$ cat src/rtl/serial_pkg.sv
// Shared definitions for the lab 4 serial link (transmitter and receiver).
// Holds the frame state encoding, line levels and the parity helper.
package serial_pkg;

   typedef enum logic [2:0] {
      IDLE,
      START,
      DATA,
      PARITY,
      STOP
   } state_t;

   localparam int   DATA_BITS   = 8;
   localparam logic IDLE_LEVEL  = 1'b1;
   localparam logic START_LEVEL = 1'b0;

   function automatic logic even_parity(input logic [DATA_BITS-1:0] d);
      return ^d;
   endfunction

endpackage

$ cat src/rtl/serial_char_transmitter_bit_timer.sv
// Bit-period counter shared by the serial transmitter and receiver.
// Counts 0..BIT_CLKS-1 while run is high and wraps at each bit boundary.
module bit_timer #(
   parameter int BIT_CLKS = 16
) (
   input  logic clk,
   input  logic rst,
   input  logic restart,
   input  logic run,
   output logic bit_done,
   output logic bit_pre_done
);

   localparam logic [15:0] LAST = 16'(BIT_CLKS - 1);
   localparam logic [15:0] PRE  = 16'(BIT_CLKS - 2);

   logic [15:0] r_count;

   always_ff @(posedge clk or posedge rst) begin
      if (rst) begin
         r_count <= '0;
      end else if (restart) begin
         r_count <= '0;
      end else if (run) begin
         r_count <= (r_count == LAST) ? '0 : r_count + 16'd1;
      end
   end

   // bit_pre_done leads bit_done by one cycle so callers can register flags
   // that must coincide with the final cycle of a bit.
   assign bit_done     = run & ~restart & (r_count == LAST);
   assign bit_pre_done = run & ~restart & (r_count == PRE);

endmodule

$ cat src/rtl/serial_char_transmitter.sv
// Serial character transmitter: one-byte holding register feeding a framed,
// LSB-first shifter with optional even parity and back-to-back frames.
module serial_char_transmitter
   import serial_pkg::*;
#(
   parameter int BIT_CLKS  = 16,
   parameter bit PARITY_EN = 1'b0
) (
   input  logic                 clk_clk,
   input  logic                 reset_reset,
   input  logic [DATA_BITS-1:0] data_bus_out_port,
   input  logic                 load_export,
   input  logic                 transmit_enable_export,
   output logic                 character_sent_export,
   output logic                 serial_out,
   output logic                 busy,
   output logic                 holding_full
);

   state_t               r_state;
   logic [DATA_BITS-1:0] r_hold;
   logic [DATA_BITS-1:0] r_shift;
   logic [2:0]           r_bit_idx;
   logic                 r_parity;
   logic                 r_holding_full;
   logic                 r_serial_out;
   logic                 r_busy;
   logic                 r_char_sent;

   logic w_start_ok;
   logic w_bit_done;
   logic w_bit_pre_done;

   assign w_start_ok = r_holding_full & transmit_enable_export;

   bit_timer #(
      .BIT_CLKS(BIT_CLKS)
   ) u_bit_timer (
      .clk         (clk_clk),
      .rst         (reset_reset),
      .restart     (r_state == IDLE),
      .run         (r_state != IDLE),
      .bit_done    (w_bit_done),
      .bit_pre_done(w_bit_pre_done)
   );

   always_ff @(posedge clk_clk or posedge reset_reset) begin
      if (reset_reset) begin
         r_state        <= IDLE;
         r_hold         <= '0;
         r_shift        <= '0;
         r_bit_idx      <= '0;
         r_parity       <= 1'b0;
         r_holding_full <= 1'b0;
         r_serial_out   <= IDLE_LEVEL;
         r_busy         <= 1'b0;
         r_char_sent    <= 1'b0;
      end else begin
         r_char_sent <= (r_state == STOP) & w_bit_pre_done;

         case (r_state)
            IDLE: begin
               if (w_start_ok) begin
                  r_state        <= START;
                  r_shift        <= r_hold;
                  r_parity       <= even_parity(r_hold);
                  r_holding_full <= 1'b0;
                  r_serial_out   <= START_LEVEL;
                  r_busy         <= 1'b1;
               end
            end
            START: begin
               if (w_bit_done) begin
                  r_state      <= DATA;
                  r_bit_idx    <= '0;
                  r_serial_out <= r_shift[0];
               end
            end
            DATA: begin
               if (w_bit_done) begin
                  if (r_bit_idx == 3'(DATA_BITS - 1)) begin
                     r_bit_idx <= '0;
                     if (PARITY_EN) begin
                        r_state      <= PARITY;
                        r_serial_out <= r_parity;
                     end else begin
                        r_state      <= STOP;
                        r_serial_out <= IDLE_LEVEL;
                     end
                  end else begin
                     r_bit_idx    <= r_bit_idx + 3'd1;
                     r_serial_out <= r_shift[r_bit_idx + 3'd1];
                  end
               end
            end
            PARITY: begin
               if (w_bit_done) begin
                  r_state      <= STOP;
                  r_serial_out <= IDLE_LEVEL;
               end
            end
            STOP: begin
               if (w_bit_done) begin
                  if (w_start_ok) begin
                     r_state        <= START;
                     r_shift        <= r_hold;
                     r_parity       <= even_parity(r_hold);
                     r_holding_full <= 1'b0;
                     r_serial_out   <= START_LEVEL;
                  end else begin
                     r_state <= IDLE;
                     r_busy  <= 1'b0;
                  end
               end
            end
            default: r_state <= IDLE;
         endcase

         // NOTE: non-blocking semantics let this later write win over the clear
         // above, while the frame start still copies the old held byte.
         if (load_export) begin
            r_hold         <= data_bus_out_port;
            r_holding_full <= 1'b1;
         end
      end
   end

   assign character_sent_export = r_char_sent;
   assign serial_out            = r_serial_out;
   assign busy                  = r_busy;
   assign holding_full          = r_holding_full;

endmodule

$ cat config.mk
export PLATFORM = sky130hd
export DESIGN_NAME = serial_char_transmitter
export DESIGN_NICKNAME = d
export VERILOG_FILES = /design/src/rtl/serial_pkg.sv /design/src/rtl/serial_char_transmitter_bit_timer.sv /design/src/rtl/serial_char_transmitter.sv
export SDC_FILE = /design/constraint.sdc
export NUM_CORES = 1
export LEC_CHECK = 0
export CORE_UTILIZATION = 42
export DETAILED_ROUTE_END_ITERATION = 8
export PLACE_DENSITY = 0.67
export SYNTH_ARGS = -nofsm -noshare
export SYNTH_HDL_FRONTEND = slang
export SYNTH_SLANG_ARGS = --single-unit
$ cat constraint.sdc
create_clock -name clk_clk -period 4.7 [get_ports clk_clk]
set_input_delay 0.47 -clock clk_clk [delete_from_list [all_inputs] [get_ports clk_clk]]
set_output_delay 0.47 -clock clk_clk [all_outputs]
set_load 0.02 [all_outputs]
==> results.sh, run 1 <==
export IMPL_status="complete, but fails checks"
export IMPL_violations="DRC"
export IMPL_end_kind="flip-flop"
export IMPL_syn_nets=190
export IMPL_min_path_type="reg2reg"
export IMPL_cp_data_required_time_ns=4.86
export IMPL_grt_ovfl_total=0
export IMPL_skew_ns=0.00610
export IMPL_netlist_instances=174
export IMPL_core_mm2=0.00447
export IMPL_cpPeakStageDelay_ns=0.67
export IMPL_multi_input_comb_area_um2=916
export IMPL_num_antenna_cells=0
export IMPL_clock_root_buffer="clkbuf_8"
export IMPL_routed_wl_mm=3.55
export IMPL_routabilityCongestion=0.871
export IMPL_fp_dieH_um=71.2
export IMPL_slew_viol_final=0
export IMPL_layout_min_cycle_time_ns=2.19
export IMPL_die_w_um=71.2
export IMPL_fmax_mhz=456
export IMPL_slowest_stage="or4_4"
export IMPL_path_class="reg2reg"
export IMPL_start_kind="flip-flop"
export IMPL_cts_buffer_depth=2
export IMPL_ys_seq_area_share_pct=52.3
export IMPL_cts_setup_buffers=0
export IMPL_worst_pin_slew_ns=0.641
export IMPL_clock_sinks=42
export IMPL_start_util_pct=45.0
export IMPL_fin_util_pct=51.4
export IMPL_p_leak_uw=0.000965
export IMPL_rsz0062_at_grt="false"
export IMPL_ys_ff_latch=42
export IMPL_cts_hold_buf=0
export IMPL_cellPowerDensity_mw_per_mm2=449
export IMPL_ant_nets=0
export IMPL_maxSlewHeadroom_pct=56.7
export IMPL_dr_pass1_iters=6
export IMPL_drive_above_1_share_pct=19.2
export IMPL_dpl_worst_slack_ns=2.51
export IMPL_nets=208
export IMPL_maxCapViolCount=0
export IMPL_setup_tns_ns=0
export IMPL_netlist_area_mm2=0.00201
export IMPL_cts_tree="built"
export IMPL_grt_pass1_vias=1454
export IMPL_port_buffers=15
export IMPL_synth_cell_types=38
export IMPL_dp_final_hpwl_mm=2.60
export IMPL_worstPathArrival_ns=2.35
export IMPL_fin_ws_ns=2.51
export IMPL_setup_viol=0
export IMPL_drcViolationCount=2
export IMPL_htreeDepth=2
export IMPL_grt_pass1_wl_mm=6.60
export IMPL_die_area_mm2=0.00507
export IMPL_n_fill_cell=400
export IMPL_hold_violations=0
export IMPL_drtIter0Drc=75
export IMPL_clkSlewWorstSetupHoldPaths_ns=0.08
export IMPL_viasPerCell=5.58
export IMPL_grt_max_degree=43
export IMPL_yosysWarnings=0
export IMPL_antenna_found_initial=0
export IMPL_area_delta_synth_final_pct=14.2
export IMPL_crit_fanout=15
export IMPL_post_cts_resized=0
export IMPL_insertion_delay_ns=0.30
export IMPL_num_io_pins=16
export IMPL_cts_buffers=5
export IMPL_grtUsageTotal_pct=16.9
export IMPL_path_cells="ha_1, nand3_1, or4_4, o21ai_2, nor2_1"
export IMPL_fin_hold_ws_ns=0.514
export IMPL_avgRoutedWirePerCell_um=14.5
export IMPL_synth_area_per_cell_um2=11.6
export IMPL_vdd_ir_drop_max_mv=0.191
export IMPL_rows=24
export IMPL_finalCritPeriodShare_pct=46.7
export IMPL_vias=1367
export IMPL_final_seq_area_mm2=0.00105
[cell families (layout without fill, tap and decap cells)]
logic type	Yosys count	in the layout	share of synthesized area (%)
simple gates	66	66	17.2
flops	42	42	52.3
compound gates	19	19	8.02
mux	19	19	11.7
xor+xnor	14	14	6.09
buf+inv	10	29	2.24
fa+ha+maj	4	4	2.49
[where the power goes]
| group | switching [uW] | internal (uW) |
|---|---|---|
| Combinational | 147 | 134 |
| Clock | 130 | 104 |
| Sequential | 81.0 | 437 |
| Total | 357 | 676 |
[metal layers]
layer	global-route usage, %	wire, um	vias up	part of all wire, %
met5	0	0	-	0
met1	22.8	1680	681	47
met3	5.20	150	6	4.2
li1	-	-	652	-
met4	6.22	57	0	1.6
met2	25.7	1660	28	47
[cells in the mapped netlist]
cell type  count  area, um2
buf_6          1       11.3
nor4_1         4       25.0
nor3_4         1       16.3
xnor2_1       13        114
or3_1          1       6.26
nor3_1         4       20.0
a21o_1         2       15.0
dfstp_2        1       26.3
o22ai_1        1       6.26
a2111oi_4      1       27.5
or4_4          3       33.8
a21oi_1        2       10.0
nand2_1        9       33.8
o41ai_1        1       8.76
nand3b_1       1       7.51
o21ai_0        3       15.0
dfrtp_1       41       1030
a2bb2oi_1      1       8.76
nand2b_1       1       6.26
inv_1          5       18.8
a21boi_0       1       7.51
o21ai_2        2       17.5
o21a_1         1       7.51
ha_1           4       50.1
mux2_2        16        180
or4_1          1       7.51
nand4_1        3       18.8
nor4_4         1       21.3
mux4_2         2       45.0
o211a_1        1       10.0
nor2_1        29        109
clkbuf_1       4       15.0
a22o_1         2       17.5
xor2_1         1       8.76
mux2i_1        1       10.0
or2_2          1       6.26
nand3_1        7       35.0
a32o_1         1       10.0
[cell type report]
| type | count | area share [%] |
|---|---|---|
| flip-flops and latches | 42 | 45.8 |
| inverters | 5 | 0.816 |
| well taps | 52 | 2.83 |
| repair buffers | 16 | 6.86 |
| clock inverters | 3 | 0.925 |
| multi-input cells | 122 | 39.8 |
| clock buffers | 5 | 2.99 |
[worst max-delay path, delay by kind of cell, from the launching register on]
family | cells | cell delay [ns]
compound gates | 1 | 0.27
fa+ha+maj | 1 | 0.22
flops | 1 | 0.43
simple gates | 3 | 1.13
[stage by stage]
stage,std cells,instance area (um2),power (uW)
CTS,245,2300,1040
global route,245,2300,1100
detailed placement,237,2210,807
finish,245,2300,1030
floorplan,174,2010,735
global placement,237,2210,786
[state kept, by name (all words and copies together), names as in the netlist]
signal                 cells
u_bit_timer.r_count       16
r_hold                     8
r_shift                    8
r_bit_idx                  3
r_state                    3
busy                       1
character_sent_export      1
holding_full               1
serial_out                 1
[worst paths after layout]
path | slack, ns | depth (start not counted) | start | to
max | 2.51 | 5 | u_bit_timer.r_count[0] | u_bit_timer.r_count[9]
min | 0.51 | 1 | r_shift[4] | r_shift[4]
max reg2reg | 2.51 | 5 | u_bit_timer.r_count[0] | u_bit_timer.r_count[9]
min reg2reg | 0.51 | 1 | r_shift[4] | r_shift[4]
max in group asynchronous | 3.74 | 3 | reset_reset | serial_out
min in group asynchronous | 0.59 | 3 | reset_reset | r_hold[1]
[cells in the final DEF (no fill, tap or decap), drive strengths merged, types with 3 or more instances in the layout]
cell / n
dfrtp: 41
nor2: 29
mux2: 16
clkdlybuf4s50: 15
xnor2: 13
nand2: 9
nand3: 7
inv: 5
clkbuf: 5
nor3: 5
nor4: 5
o21ai: 5
ha: 4
or4: 4
nand4: 3
No activity file was read; power rests on OpenSTA's default activity.
==> inputs of run 2 (changes only) <==
--- a/config.mk
+++ b/config.mk
@@ -7,7 +7,7 @@
 export LEC_CHECK = 0
 export CORE_UTILIZATION = 42
 export DETAILED_ROUTE_END_ITERATION = 8
-export PLACE_DENSITY = 0.67
+export PLACE_DENSITY = 0.69
 export SYNTH_ARGS = -nofsm -noshare
 export SYNTH_HDL_FRONTEND = slang
 export SYNTH_SLANG_ARGS = --single-unit
==> constraint.sdc (replaced) <==
create_clock -name clk_clk -period 1.8 [get_ports clk_clk]
set_input_delay 0.18 -clock clk_clk [delete_from_list [all_inputs] [get_ports clk_clk]]
set_output_delay 0.18 -clock clk_clk [all_outputs]
set_load 0.02 [all_outputs]
==> run 2 against run 1 <==
Non-clock buffer count increased by 31; clock skew decreased by 0.0011 ns; critical endpoint is now r_bit_idx[1]; the run ends with DRC, setup timing left; combinational power increased to 4.1 times the previous value; clock power increased to 2.6 times the previous value; critical path depth decreased by 1; final cell count increased by 13%; die area unchanged; setup slack got worse by 2.7 ns; fmax increased by 7.5%.
==> results.sh, run 2 (same netlist as run 1, synthesis figures left out) <==
export IMPL_status="complete, but fails checks"
export IMPL_violations="DRC, setup timing"
export IMPL_skew_ns=0.00499
export IMPL_end_kind="flip-flop"
export IMPL_cts_tree="built"
export IMPL_port_buffers=15
export IMPL_gr_usage_met1_pct=23.3
export IMPL_rsz0062_at_grt="true"
export IMPL_finalCritPeriodShare_pct=113
export IMPL_grt_max_degree=43
export IMPL_insertion_delay_ns=0.29
export IMPL_clock_root_buffer="clkbuf_8"
export IMPL_core_mm2=0.00447
export IMPL_routed_wl_mm=4.49
export IMPL_reg_top3="u_bit_timer.r_count (16), r_hold (8), r_shift (8)"
export IMPL_grt_ovfl_total=0
export IMPL_reg2reg_from="u_bit_timer.r_count[11]"
export IMPL_viasPerCell=5.46
export IMPL_power_switching_uw=1030
export IMPL_p_sw_share_pct=34.0
export IMPL_vdd_ir_drop_max_mv=0.571
export IMPL_p_int_uw=1990
export IMPL_vias=1519
export IMPL_min_path_type="in2async"
export IMPL_htreeDepth=2
export IMPL_cts_buffers=5
export IMPL_dr_pass1_iters=6
export IMPL_num_io_pins=16
export IMPL_nets=241
export IMPL_drtIter0Drc=75
export IMPL_antenna_found_initial=0
export IMPL_fp_dieH_um=71.2
export IMPL_path_class="reg2reg"
export IMPL_worstPathArrival_ns=2.27
export IMPL_layout_common_cells="dfrtp_1, buf_4, nor2_1, mux2_2, clkdlybuf4s50_1"
export IMPL_clock_sinks=42
export IMPL_hold_violations=0
export IMPL_cts_hold_buf=0
export IMPL_p_leak_uw=0.00113
export IMPL_power_frac_comb_pct=37.7
export IMPL_crit_fanout=6
export IMPL_busiest_layer="met2"
export IMPL_worst_pin_slew_ns=0.551
export IMPL_use_met2_pct=31.2
export IMPL_grt_pass1_wl_mm=7.37
export IMPL_instances_no_fill=278
export IMPL_maxSlewHeadroom_pct=63.2
export IMPL_crit_path_start="u_bit_timer.r_count[11]"
export IMPL_met3_usage_pct=5.20
export IMPL_cts_buffer_depth=2
export IMPL_start_util_pct=45.0
export IMPL_cellPowerDensity_mw_per_mm2=1150
export IMPL_top_register="u_bit_timer.r_count"
export IMPL_avgRoutedWirePerCell_um=16.1
export IMPL_drcViolationCount=2
export IMPL_die_w_um=71.2
export IMPL_grt_pass1_vias=1638
export IMPL_power_uw=3020
export IMPL_setup_viol=32
export IMPL_slew_viol_final=0
export IMPL_area_delta_synth_final_pct=30.8
export IMPL_die_area_mm2=0.00507
export IMPL_num_antenna_cells=0
export IMPL_start_kind="flip-flop"
export IMPL_rows=24
export IMPL_layout_commonest_cell="dfrtp_1"
export IMPL_maxCapViolCount=0
export IMPL_dpl_cell_count=260
export IMPL_clockPowerShare_pct=20.5
export IMPL_power_frac_seq_pct=41.8
export IMPL_largest_reg_flops=16
export IMPL_fmax_mhz=490
export IMPL_layout_min_cycle_time_ns=2.04
export IMPL_clkSlewWorstSetupHoldPaths_ns=0.08
export IMPL_routabilityCongestion=0.802
export IMPL_drive_above_1_share_pct=34.5
export IMPL_dp_final_hpwl_mm=2.87
export IMPL_fin_ws_ns=-0.241
export IMPL_ant_nets=0
export IMPL_cp_data_required_time_ns=2.03
export IMPL_grtUsageTotal_pct=18.7
==> run 2: changes by cell type in the layout (fill, tap and decap cells not counted), moves of 2 or more <==
cell	before	now
buf_4	1	28
buf_6	0	3
nor2_1	29	26
nor2_2	0	3
o21ai_4	0	3
o21ai_0	3	1
==> run 2: critical path: stages, from the launching register on <==
cell and delay [ns]:
dfrtp_1 0.40, or4_4 0.58, or4_4 0.63, nor3_4 0.18
a32o_1 0.18
==> run 2: layout make-up <==
type | instances | area (um2)
fillers | 358 | 1840
flip-flops and latches | 42 | 1050
multi-input cells | 124 | 991
repair buffers | 47 | 414
clock buffers | 7 | 86.3
well taps | 52 | 65.1
inverters | 5 | 18.8
clock inverters | 1 | 5.00
==> run 2: metal layers <==
metal	wire [um]	up-vias
li1	-	719
met1	1930	769
met2	2390	26
met3	127	5
met4	40	0
met5	0	-
==> run 2: path summary, 6_finish.rpt <==
kind	cells past startpoint	end	slack [ns]
hold reg to reg	1	holding_full	0.50
max in group asynchronous	3	serial_out	1.30
hold / removal	3	r_shift[4]	0.24
min in group clk_clk	2	r_hold[5]	0.50
setup reg to reg	4	r_bit_idx[1]	-0.24
setup / recovery	4	r_bit_idx[1]	-0.24
==> run 2: stage by stage <==
step | area [um2] | utilization (%) | hold slack, ns | worst slack [ns] | TNS (ns)
6_report | 2630 | 58.8 | 0.244 | -0.241 | -5.97
2_1_floorplan | 2030 | - | 0.332 | -0.185 | -3.88
3_5_place_dp | 2410 | 53.9 | 0.495 | -0.233 | -5.22
5_1_grt | 2630 | 58.8 | 0.274 | -0.311 | -7.34
3_3_place_gp | 2410 | 53.9 | 0.484 | -0.166 | -3.74
4_1_cts | 2550 | 56.9 | 0.248 | -0.225 | -5.00
==> run 2: timing repair <==
item                       CTS  global route
pin swaps                    7             7
gates resized for setup      2            13
buffers inserted             4             4
setup endpoints to repair   32            33
cloned                       1             1
==> run 2: power by group through the flow <==
stage          clock (uW)  combinational, uW  sequential [uW]
2_1_floorplan           0                644             1290
3_3_place_gp            0                945             1260
3_5_place_dp            0                990             1280
4_1_cts               634               1030             1260
5_1_grt               685               1230             1290
6_report              618               1140             1260
